--- src/rtl/multicycle_ctrl.sv ---
// multicycle_ctrl: control FSM for a multi-cycle single-ALU, single-memory CPU.
// It sequences fetch, decode, execute, memory and writeback steps.
// It stalls on the mem_ready handshake in FETCH, MEMRD and MEMWR.
// An unknown opcode either halts the FSM or is treated as a NOP (HALT_ON_ILLEGAL).
// Optional feature: define MULTICYCLE_CTRL_PERF_EN to add the saturating
// cycle_cnt and retired_cnt performance counters.
module multicycle_ctrl #(
  parameter int OP_W            = 6,
  parameter int HALT_ON_ILLEGAL = 1
) (
  input  logic            clk,
  input  logic            rst,
  input  logic [OP_W-1:0] opcode,
  input  logic            alu_zero,
  input  logic            mem_ready,
  output logic            pc_en,
  output logic            i_or_d,
  output logic            mem_read,
  output logic            mem_write,
  output logic            ir_write,
  output logic            reg_write,
  output logic            reg_dst,
  output logic            mem_to_reg,
  output logic            alu_src_a,
  output logic [1:0]      alu_src_b,
  output logic [1:0]      alu_op,
  output logic [1:0]      pc_source,
  output logic            halted,
  output logic [3:0]      state_o
`ifdef MULTICYCLE_CTRL_PERF_EN
  ,
  output logic [31:0]     cycle_cnt,
  output logic [31:0]     retired_cnt
`endif
);

  typedef enum logic [3:0] {
    FETCH   = 4'd0,
    DECODE  = 4'd1,
    MEMADR  = 4'd2,
    MEMRD   = 4'd3,
    MEMWB   = 4'd4,
    MEMWR   = 4'd5,
    RTEXE   = 4'd6,
    ALUWB   = 4'd7,
    BRANCH  = 4'd8,
    ADDIEXE = 4'd9,
    ADDIWB  = 4'd10,
    JUMP    = 4'd11,
    HALT    = 4'd12
  } state_t;

  localparam logic [OP_W-1:0] OP_RTYPE = OP_W'(6'h00);
  localparam logic [OP_W-1:0] OP_LW    = OP_W'(6'h23);
  localparam logic [OP_W-1:0] OP_SW    = OP_W'(6'h2B);
  localparam logic [OP_W-1:0] OP_BEQ   = OP_W'(6'h04);
  localparam logic [OP_W-1:0] OP_ADDI  = OP_W'(6'h08);
  localparam logic [OP_W-1:0] OP_J     = OP_W'(6'h02);

  localparam state_t ILLEGAL_NEXT = (HALT_ON_ILLEGAL != 0) ? HALT : FETCH;

  state_t state;

  // State register: sequencing per opcode, memory stalls, and recovery
  // from the unused codes 13-15.
  always_ff @(posedge clk) begin
    if (rst) begin
      state <= FETCH;
    end else begin
      case (state)
        FETCH:   if (mem_ready) state <= DECODE;
        DECODE: begin
          if (opcode == OP_RTYPE)                        state <= RTEXE;
          else if (opcode == OP_LW || opcode == OP_SW)   state <= MEMADR;
          else if (opcode == OP_BEQ)                     state <= BRANCH;
          else if (opcode == OP_ADDI)                    state <= ADDIEXE;
          else if (opcode == OP_J)                       state <= JUMP;
          else                                           state <= ILLEGAL_NEXT;
        end
        MEMADR:  state <= (opcode == OP_SW) ? MEMWR : MEMRD;
        MEMRD:   if (mem_ready) state <= MEMWB;
        MEMWB:   state <= FETCH;
        MEMWR:   if (mem_ready) state <= FETCH;
        RTEXE:   state <= ALUWB;
        ALUWB:   state <= FETCH;
        ADDIEXE: state <= ADDIWB;
        ADDIWB:  state <= FETCH;
        BRANCH:  state <= FETCH;
        JUMP:    state <= FETCH;
        HALT:    state <= HALT;
        default: state <= FETCH;
      endcase
    end
  end

  // Output decode. ir_write, pc_en in FETCH and pc_en in BRANCH follow the
  // inputs in the same cycle. Reset silences every strobe and select at once,
  // which aborts an outstanding memory access.
  always_comb begin
    pc_en      = 1'b0;
    i_or_d     = 1'b0;
    mem_read   = 1'b0;
    mem_write  = 1'b0;
    ir_write   = 1'b0;
    reg_write  = 1'b0;
    reg_dst    = 1'b0;
    mem_to_reg = 1'b0;
    alu_src_a  = 1'b0;
    alu_src_b  = 2'b00;
    alu_op     = 2'b00;
    pc_source  = 2'b00;
    if (!rst) begin
      case (state)
        FETCH: begin
          mem_read  = 1'b1;
          alu_src_b = 2'b01;
          ir_write  = mem_ready;
          pc_en     = mem_ready;
        end
        DECODE:  alu_src_b = 2'b11;
        MEMADR: begin
          alu_src_a = 1'b1;
          alu_src_b = 2'b10;
        end
        MEMRD: begin
          mem_read = 1'b1;
          i_or_d   = 1'b1;
        end
        MEMWB: begin
          reg_write  = 1'b1;
          mem_to_reg = 1'b1;
        end
        MEMWR: begin
          mem_write = 1'b1;
          i_or_d    = 1'b1;
        end
        RTEXE: begin
          alu_src_a = 1'b1;
          alu_op    = 2'b10;
        end
        ALUWB: begin
          reg_write = 1'b1;
          reg_dst   = 1'b1;
        end
        ADDIEXE: begin
          alu_src_a = 1'b1;
          alu_src_b = 2'b10;
        end
        ADDIWB:  reg_write = 1'b1;
        BRANCH: begin
          alu_src_a = 1'b1;
          alu_op    = 2'b01;
          pc_source = 2'b01;
          pc_en     = alu_zero;
        end
        JUMP: begin
          pc_source = 2'b10;
          pc_en     = 1'b1;
        end
        default: ;
      endcase
    end
  end

  assign halted  = (state == HALT);
  assign state_o = state;

`ifdef MULTICYCLE_CTRL_PERF_EN
  logic count_cycle;
  logic retire;

  assign count_cycle = !rst && (state != HALT);
  // An instruction retires on its final edge back into FETCH.
  assign retire = !rst && ((state == MEMWB) || (state == ALUWB) ||
                           (state == ADDIWB) || (state == BRANCH) ||
                           (state == JUMP) || (state == MEMWR && mem_ready));

  // Saturating performance counters, cleared by reset.
  always_ff @(posedge clk) begin
    if (rst) begin
      cycle_cnt   <= '0;
      retired_cnt <= '0;
    end else begin
      if (count_cycle && cycle_cnt != 32'hFFFF_FFFF)  cycle_cnt   <= cycle_cnt + 32'd1;
      if (retire && retired_cnt != 32'hFFFF_FFFF)     retired_cnt <= retired_cnt + 32'd1;
    end
  end
`endif

endmodule

--- config.mk ---
export PLATFORM = sky130hd
export DESIGN_NAME = multicycle_ctrl
export DESIGN_NICKNAME = d
export VERILOG_FILES = /design/src/rtl/multicycle_ctrl.sv
export SDC_FILE = /design/constraint.sdc
export NUM_CORES = 1
export LEC_CHECK = 0
export ABC_AREA = 1
export CAP_MARGIN = 5
export CORE_MARGIN = 2
export CORE_UTILIZATION = 30
export CTS_CLUSTER_SIZE = 25
export DETAILED_ROUTE_END_ITERATION = 8
export GPL_TIMING_DRIVEN = 0
export MAX_ROUTING_LAYER = met4
export PLACE_DENSITY = 0.69
export SLEW_MARGIN = 10
export SYNTH_ARGS = -nofsm -noshare
export SYNTH_HDL_FRONTEND = slang
export SYNTH_SLANG_ARGS = --single-unit
--- constraint.sdc ---
create_clock -name clk -period 1 [get_ports clk]
set_input_delay 0.1 -clock clk [delete_from_list [all_inputs] [get_ports clk]]
set_output_delay 0.1 -clock clk [all_outputs]
set_load 0.05 [all_outputs]
==> flow_metrics.env, run 1 <==
export IMPL_grt_pass1_wl_um=3590
export IMPL_start_kind="flop"
export IMPL_io_buffers=29
export IMPL_min_period_ps=1530
export IMPL_ir_worst_vdd_mv=2.20
export IMPL_ys_seq_area_frac=0.141
export IMPL_p_clk_frac=0.049
export IMPL_viasPerCell=5.17
export IMPL_drive_gt1_frac=0.631
export IMPL_dp_slack_ps=-1530
export IMPL_final_cell_area_mm2=0.00150
export IMPL_io_pin_count=30
export IMPL_reg2reg_slack_ps=-480
export IMPL_numCtsBuffers=3
export IMPL_largest_reg_flops=4
export IMPL_p_comb_frac=0.851
export IMPL_rsz0062_at_grt="yes"
export IMPL_clk_pin_slew_ps=40
export IMPL_antenna_diode_count=0
export IMPL_yosysWarningCount=0
export IMPL_antenna_found_initial=0
export IMPL_dieArea_mm2=0.00225
export IMPL_rows=15
export IMPL_cp_startpoint="state_o[2]$_SDFFE_PP0P_"
export IMPL_cts_tree="done"
export IMPL_die_x_um=47.5
export IMPL_worstPathMaxFanout=6
export IMPL_arrival_ps=1430
export IMPL_wl_per_cell_um=16.2
export IMPL_clock_root_buffer="clkbuf_4"
export IMPL_use_met3=0.00755
export IMPL_outcome="complete, but fails checks"
export IMPL_dr_first_iter_drc_count=24
export IMPL_gp_congestion=0.879
export IMPL_synth_cells=108
export IMPL_timing_rr_start="state_o[2]$_SDFFE_PP0P_"
export IMPL_p_per_area_mw_per_mm2=2600
export IMPL_hold_path_class="primary input to flop"
export IMPL_fin_worst_skew_ps=1.53
export IMPL_drv_slew=0
export IMPL_worstHoldStart="rst"
export IMPL_h_tree_depth=1
export IMPL_layout_nets=180
export IMPL_drc=0
export IMPL_drv_cap=0
export IMPL_syn_area_um2=567
export IMPL_grt_max_degree=11
export IMPL_violations="negative setup slack"
export IMPL_clk_latency_ps=230
export IMPL_final_cell_mix="buf_6 (20), buf_4 (19), nand2_1 (17)"
export IMPL_use_met1=0.295
export IMPL_postSynthAreaPerCell_um2=5.25
export IMPL_clock_sinks=4
export IMPL_worstHoldPathCells=4
export IMPL_grt_overflow_total=0
export IMPL_holdWs_ps=562
export IMPL_wl_um=3120
export IMPL_setup_viol=22
export IMPL_grt_use_total=0.229
export IMPL_p_sw_frac=0.537
export IMPL_syn_nets=118
export IMPL_hold_viol=0
export IMPL_finalNonFillerCells=193
export IMPL_fin_tns_setup_ps=-8240
export IMPL_p_switching_mw=2.09
export IMPL_syn_to_final_growth_pct=164
export IMPL_ys_ff_latch=4
export IMPL_post_route_period_util=1.53
export IMPL_grt_pass1_vias=875
export IMPL_cts_hold_buf=0
export IMPL_placed_area_mm2=0.00105
export IMPL_coreArea_mm2=0.00175
export IMPL_p_leak_nw=0.707
export IMPL_ant_nets=0
export IMPL_critical_path_reg2reg_endpoint="state_o[1]$_SDFFE_PP0P_"
export IMPL_worstMarginPinSlew_ps=302
export IMPL_required_ps=900
export IMPL_num_vias=997
export IMPL_setup_ws_ps=-528
export IMPL_grtUsageMet2=0.378
export IMPL_critPathKind="flop to output port"
export IMPL_die_y_um=47.5
export IMPL_cts_path_max_buffers=2
export IMPL_synth_distinct_cells=23
export IMPL_dr_pass1_iters=4
export IMPL_cp_end_kind="output port"
export IMPL_mostFrequentLayoutCell="buf_6"
export IMPL_p_total_mw=3.89
export IMPL_dp_hpwl_um=1490
export IMPL_max_slew_margin_rel=0.799
export IMPL_nFillCells=87
export IMPL_gr_max_usage_layer="met2"
export IMPL_p_seq_frac=0.101
export IMPL_fmax_ghz=0.654
export IMPL_hold_path_end="state_o[1]$_SDFFE_PP0P_"
export IMPL_initial_core_util=0.325
export IMPL_rr_worst_depth=10
export IMPL_p_int_mw=1.80
export IMPL_dp_cells=162
export IMPL_fin_util=0.858
==> Yosys cell counts, drive strengths merged <==
library cell  count  share of area
a211o             1          0.015
a21oi             5          0.057
a221oi            1          0.015
buf               1         0.0066
dfxtp             4           0.14
inv              24           0.16
nand2            25           0.20
nand3            10          0.088
nand4             1          0.011
nor2             28           0.21
nor3              4          0.044
o21ai             1         0.0088
o22ai             1          0.011
o31a              1          0.015
o31ai             1          0.013
==> power by group through the flow <==
stage | combinational, mW | sequential (mW) | clock [mW]
after floorplan | 1.34 | 0.548 | 0
after global placement | 2.01 | 0.386 | 0
after detailed placement | 2.01 | 0.389 | 0
after CTS | 2.70 | 0.376 | 0.198
after global routing | 3.46 | 0.397 | 0.211
final | 3.31 | 0.392 | 0.189
==> critical path, stage by stage (launching register included) <==
cell and delay [ps]:
dfxtp_4 370, inv_2 100, nand2_4 110, buf_4 170
a221oi_4 250, buf_6 200
==> repair_timing <==
item / 4_1_cts / 5_1_grt
pin swaps: 17 / 8
setup buffers: 19 / 10
endpoints found under the setup margin: 24 / 23
gates resized for setup: 169 / 21
==> kinds of logic after synthesis <==
family / synth area share
flops: 0.141
compound gates: 0.137
simple gates: 0.552
buf+inv: 0.170
==> final cells by class <==
cell class	count	area, um^2	area share
Buffer	1	7.51	0.00501
Clock buffer	3	22.5	0.0150
Inverter	24	106	0.0710
Multi-Input combinational cell	79	636	0.424
Sequential cell	4	95.1	0.0635
Tap cell	25	31.3	0.0209
Timing Repair Buffer	57	599	0.400
==> worst max path at each step <==
stage,endpoint,slack [ps],cells past startpoint
2_1_floorplan,pc_en,-550,6
3_3_place_gp,pc_en,-1530,5
3_5_place_dp,pc_en,-1530,5
4_1_cts,pc_en,-480,7
5_1_grt,alu_src_b[1],-590,7
6_report,alu_src_a,-530,5
==> routing by layer <==
layer,up-vias,part of all wire
li1,461,-
met1,489,0.38
met2,40,0.55
met3,7,0.044
met4,0,0.022
met5,-,0
Note: power is estimated with default switching activity, not from simulation.
==> inputs of run 2 (changes only) <==
Settings changed: CAP_MARGIN 5 to not set.
==> results of run 2 <==
Same layout as run 1: the final DEF is identical, and so are final timing and power.
==> patch (config.mk and constraints of run 1) <==
Set the parameter `OP_W` to 12 (it was 6).
--- a/src/rtl/multicycle_ctrl.sv
+++ b/src/rtl/multicycle_ctrl.sv
@@ -7,3 +7,3 @@
 module multicycle_ctrl #(
-  parameter int OP_W            = 6,
+  parameter int OP_W            = 12,
   parameter int HALT_ON_ILLEGAL = 1
Ports: changed (resized opcode); port bits go from 30 to 36. No check against the original RTL was run, so the function may have changed too.
==> patch against run 1 <==
The flow still finishes with violations (negative setup slack). Final cell count is 5.2% higher. Clock power is 3% higher. Non-clock buffer count is 8 lower. Sequential cell count stayed put. Total power is 19% lower. Synthesized area is 16% higher. Cell area is 3.4% higher. Setup slack better by 0.028 ns. Wire length is 13% lower. Utilization is 9.2 points lower. Critical endpoint is now pc_en.
==> patch: results (changes against run 1) <==
leakage power=0.7222 nW (+2.1%); Hold WS=0.2412 ns (-0.3213 ns); worst setup margin=-0.5000 ns (+0.02801 ns); Worst Reg-to-Reg Cells=9 (-1); Slew HR=0.7908 (-0.007943); VDD IR max=1.950 mV (-11%); synth top area cells=nand2_1 (17%), nor2_1 (14%), dfxtp_1 (12%); global-route wire length before repair=4188 µm (+17%); number of global-route vias before repair=994 (+14%); via/cell ratio=4.828 (-6.5%); Critical R2R Launch=state_o[3]$_SDFFE_PP0P_; CP startpoint=state_o[0]$_SDFFE_PP0P_; Starting DRT DRC Count=14 (-42%); post-route setup TNS=-7.091 ns (+1.146 ns); Hold Path Stages=2 (-2); clock skew=0.003574 ns (+0.002041 ns); All-Layer GR Usage=0.2162 (-0.01245); status=finished with violations; post-place setup slack=-1.025 ns (+0.5021 ns); Net Count, Synth=141 (+19%); synth cell count leaders=nand2_1 (29), nor2_1 (25), inv_1 (18); placed inst area=1209 µm² (+15%); Finish-stage setup viols=20 (-9.1%); Wirelength per Cell=13.35 µm (-17%); register area share after synthesis=0.1217 (-0.01961); CP max FO=5 (-1); Hold Crit Endpoint=state_o[2]$_SDFFE_PP0P_; placer congestion estimate=0.8257 (-6.0%); Port Buffer Count=34 (+17%); hpwl dp=1748 µm (+18%); failing checks=negative setup slack; R2R Setup Slk=-0.30 ns (+0.18 ns); Total Nets Final=194 (+7.8%); worst reg2reg endpoint=state_o[2]$_SDFFE_PP0P_
==> patch: metal layers <==
metal | vias up | global-route usage | part of all wire
li1 | 494 | - | -
met1 | 455 | 0.2442 | 0.40
met2 | 27 | 0.4057 | 0.55
met3 | 4 | 0.03509 | 0.036
met4 | 0 | 0.03604 | 0.017
met5 | - | - | 0
==> patch: kinds of logic (layout without fill, tap and decap cells) <==
kind of cell,after synthesis,count (layout),synth area share
compound gates,11,11,0.1046
simple gates,82,82,0.6064
buf+inv,28,79,0.1673
flops,4,4,0.1217
==> patch: final cells by class <==
cell class,instances,area (µm²)
inverter,26,127.6
clock buffer,3,22.52
sequential,4,95.09
multi-input combinational,93,745.7
timing repair buffer,48,508.0
buffer,2,16.27
tap,27,33.78
fill,152,473.0
==> patch: repair_timing <==
action	in CTS	in global routing
setup endpoints to repair	24	23
buffers inserted	9	5
cloned	0	0
pin swaps	16	9
resized for setup	180	25
==> patch: worst max-delay path by stage <==
| stage | end | slack [ns] |
|---|---|---|
| 2_1_floorplan | state_o[2]$_SDFFE_PP0P_ | -0.51 |
| 3_3_place_gp | pc_en | -1.02 |
| 3_5_place_dp | pc_en | -1.02 |
| 4_1_cts | pc_en | -0.49 |
| 5_1_grt | pc_en | -0.57 |
| 6_report | pc_en | -0.50 |
==> patch: worst max-delay path: cells and delay by family, from the launching register on <==
| family | cells | cell delay (ns) |
|---|---|---|
| AO/OA/AOI/OAI | 1 | 0.20 |
| buffers and inverters | 2 | 0.29 |
| flip-flops | 1 | 0.42 |
| AND/OR/NAND/NOR | 2 | 0.25 |
==> patch: per-stage QoR <==
stage,instances,util,total power (W)
2_1_floorplan,125,-,0.001814
3_3_place_gp,186,0.5978,0.002302
3_5_place_dp,186,0.5978,0.002314
4_1_cts,198,0.7129,0.002901
5_1_grt,203,0.7661,0.003328
6_report,203,0.7661,0.003151
==> patch: power by group <==
| group | switching, W | internal, W |
|---|---|---|
| registers | 0.000169 | 0.000235 |
| logic | 0.00158 | 0.000977 |
| clock network | 0.0000601 | 0.000134 |
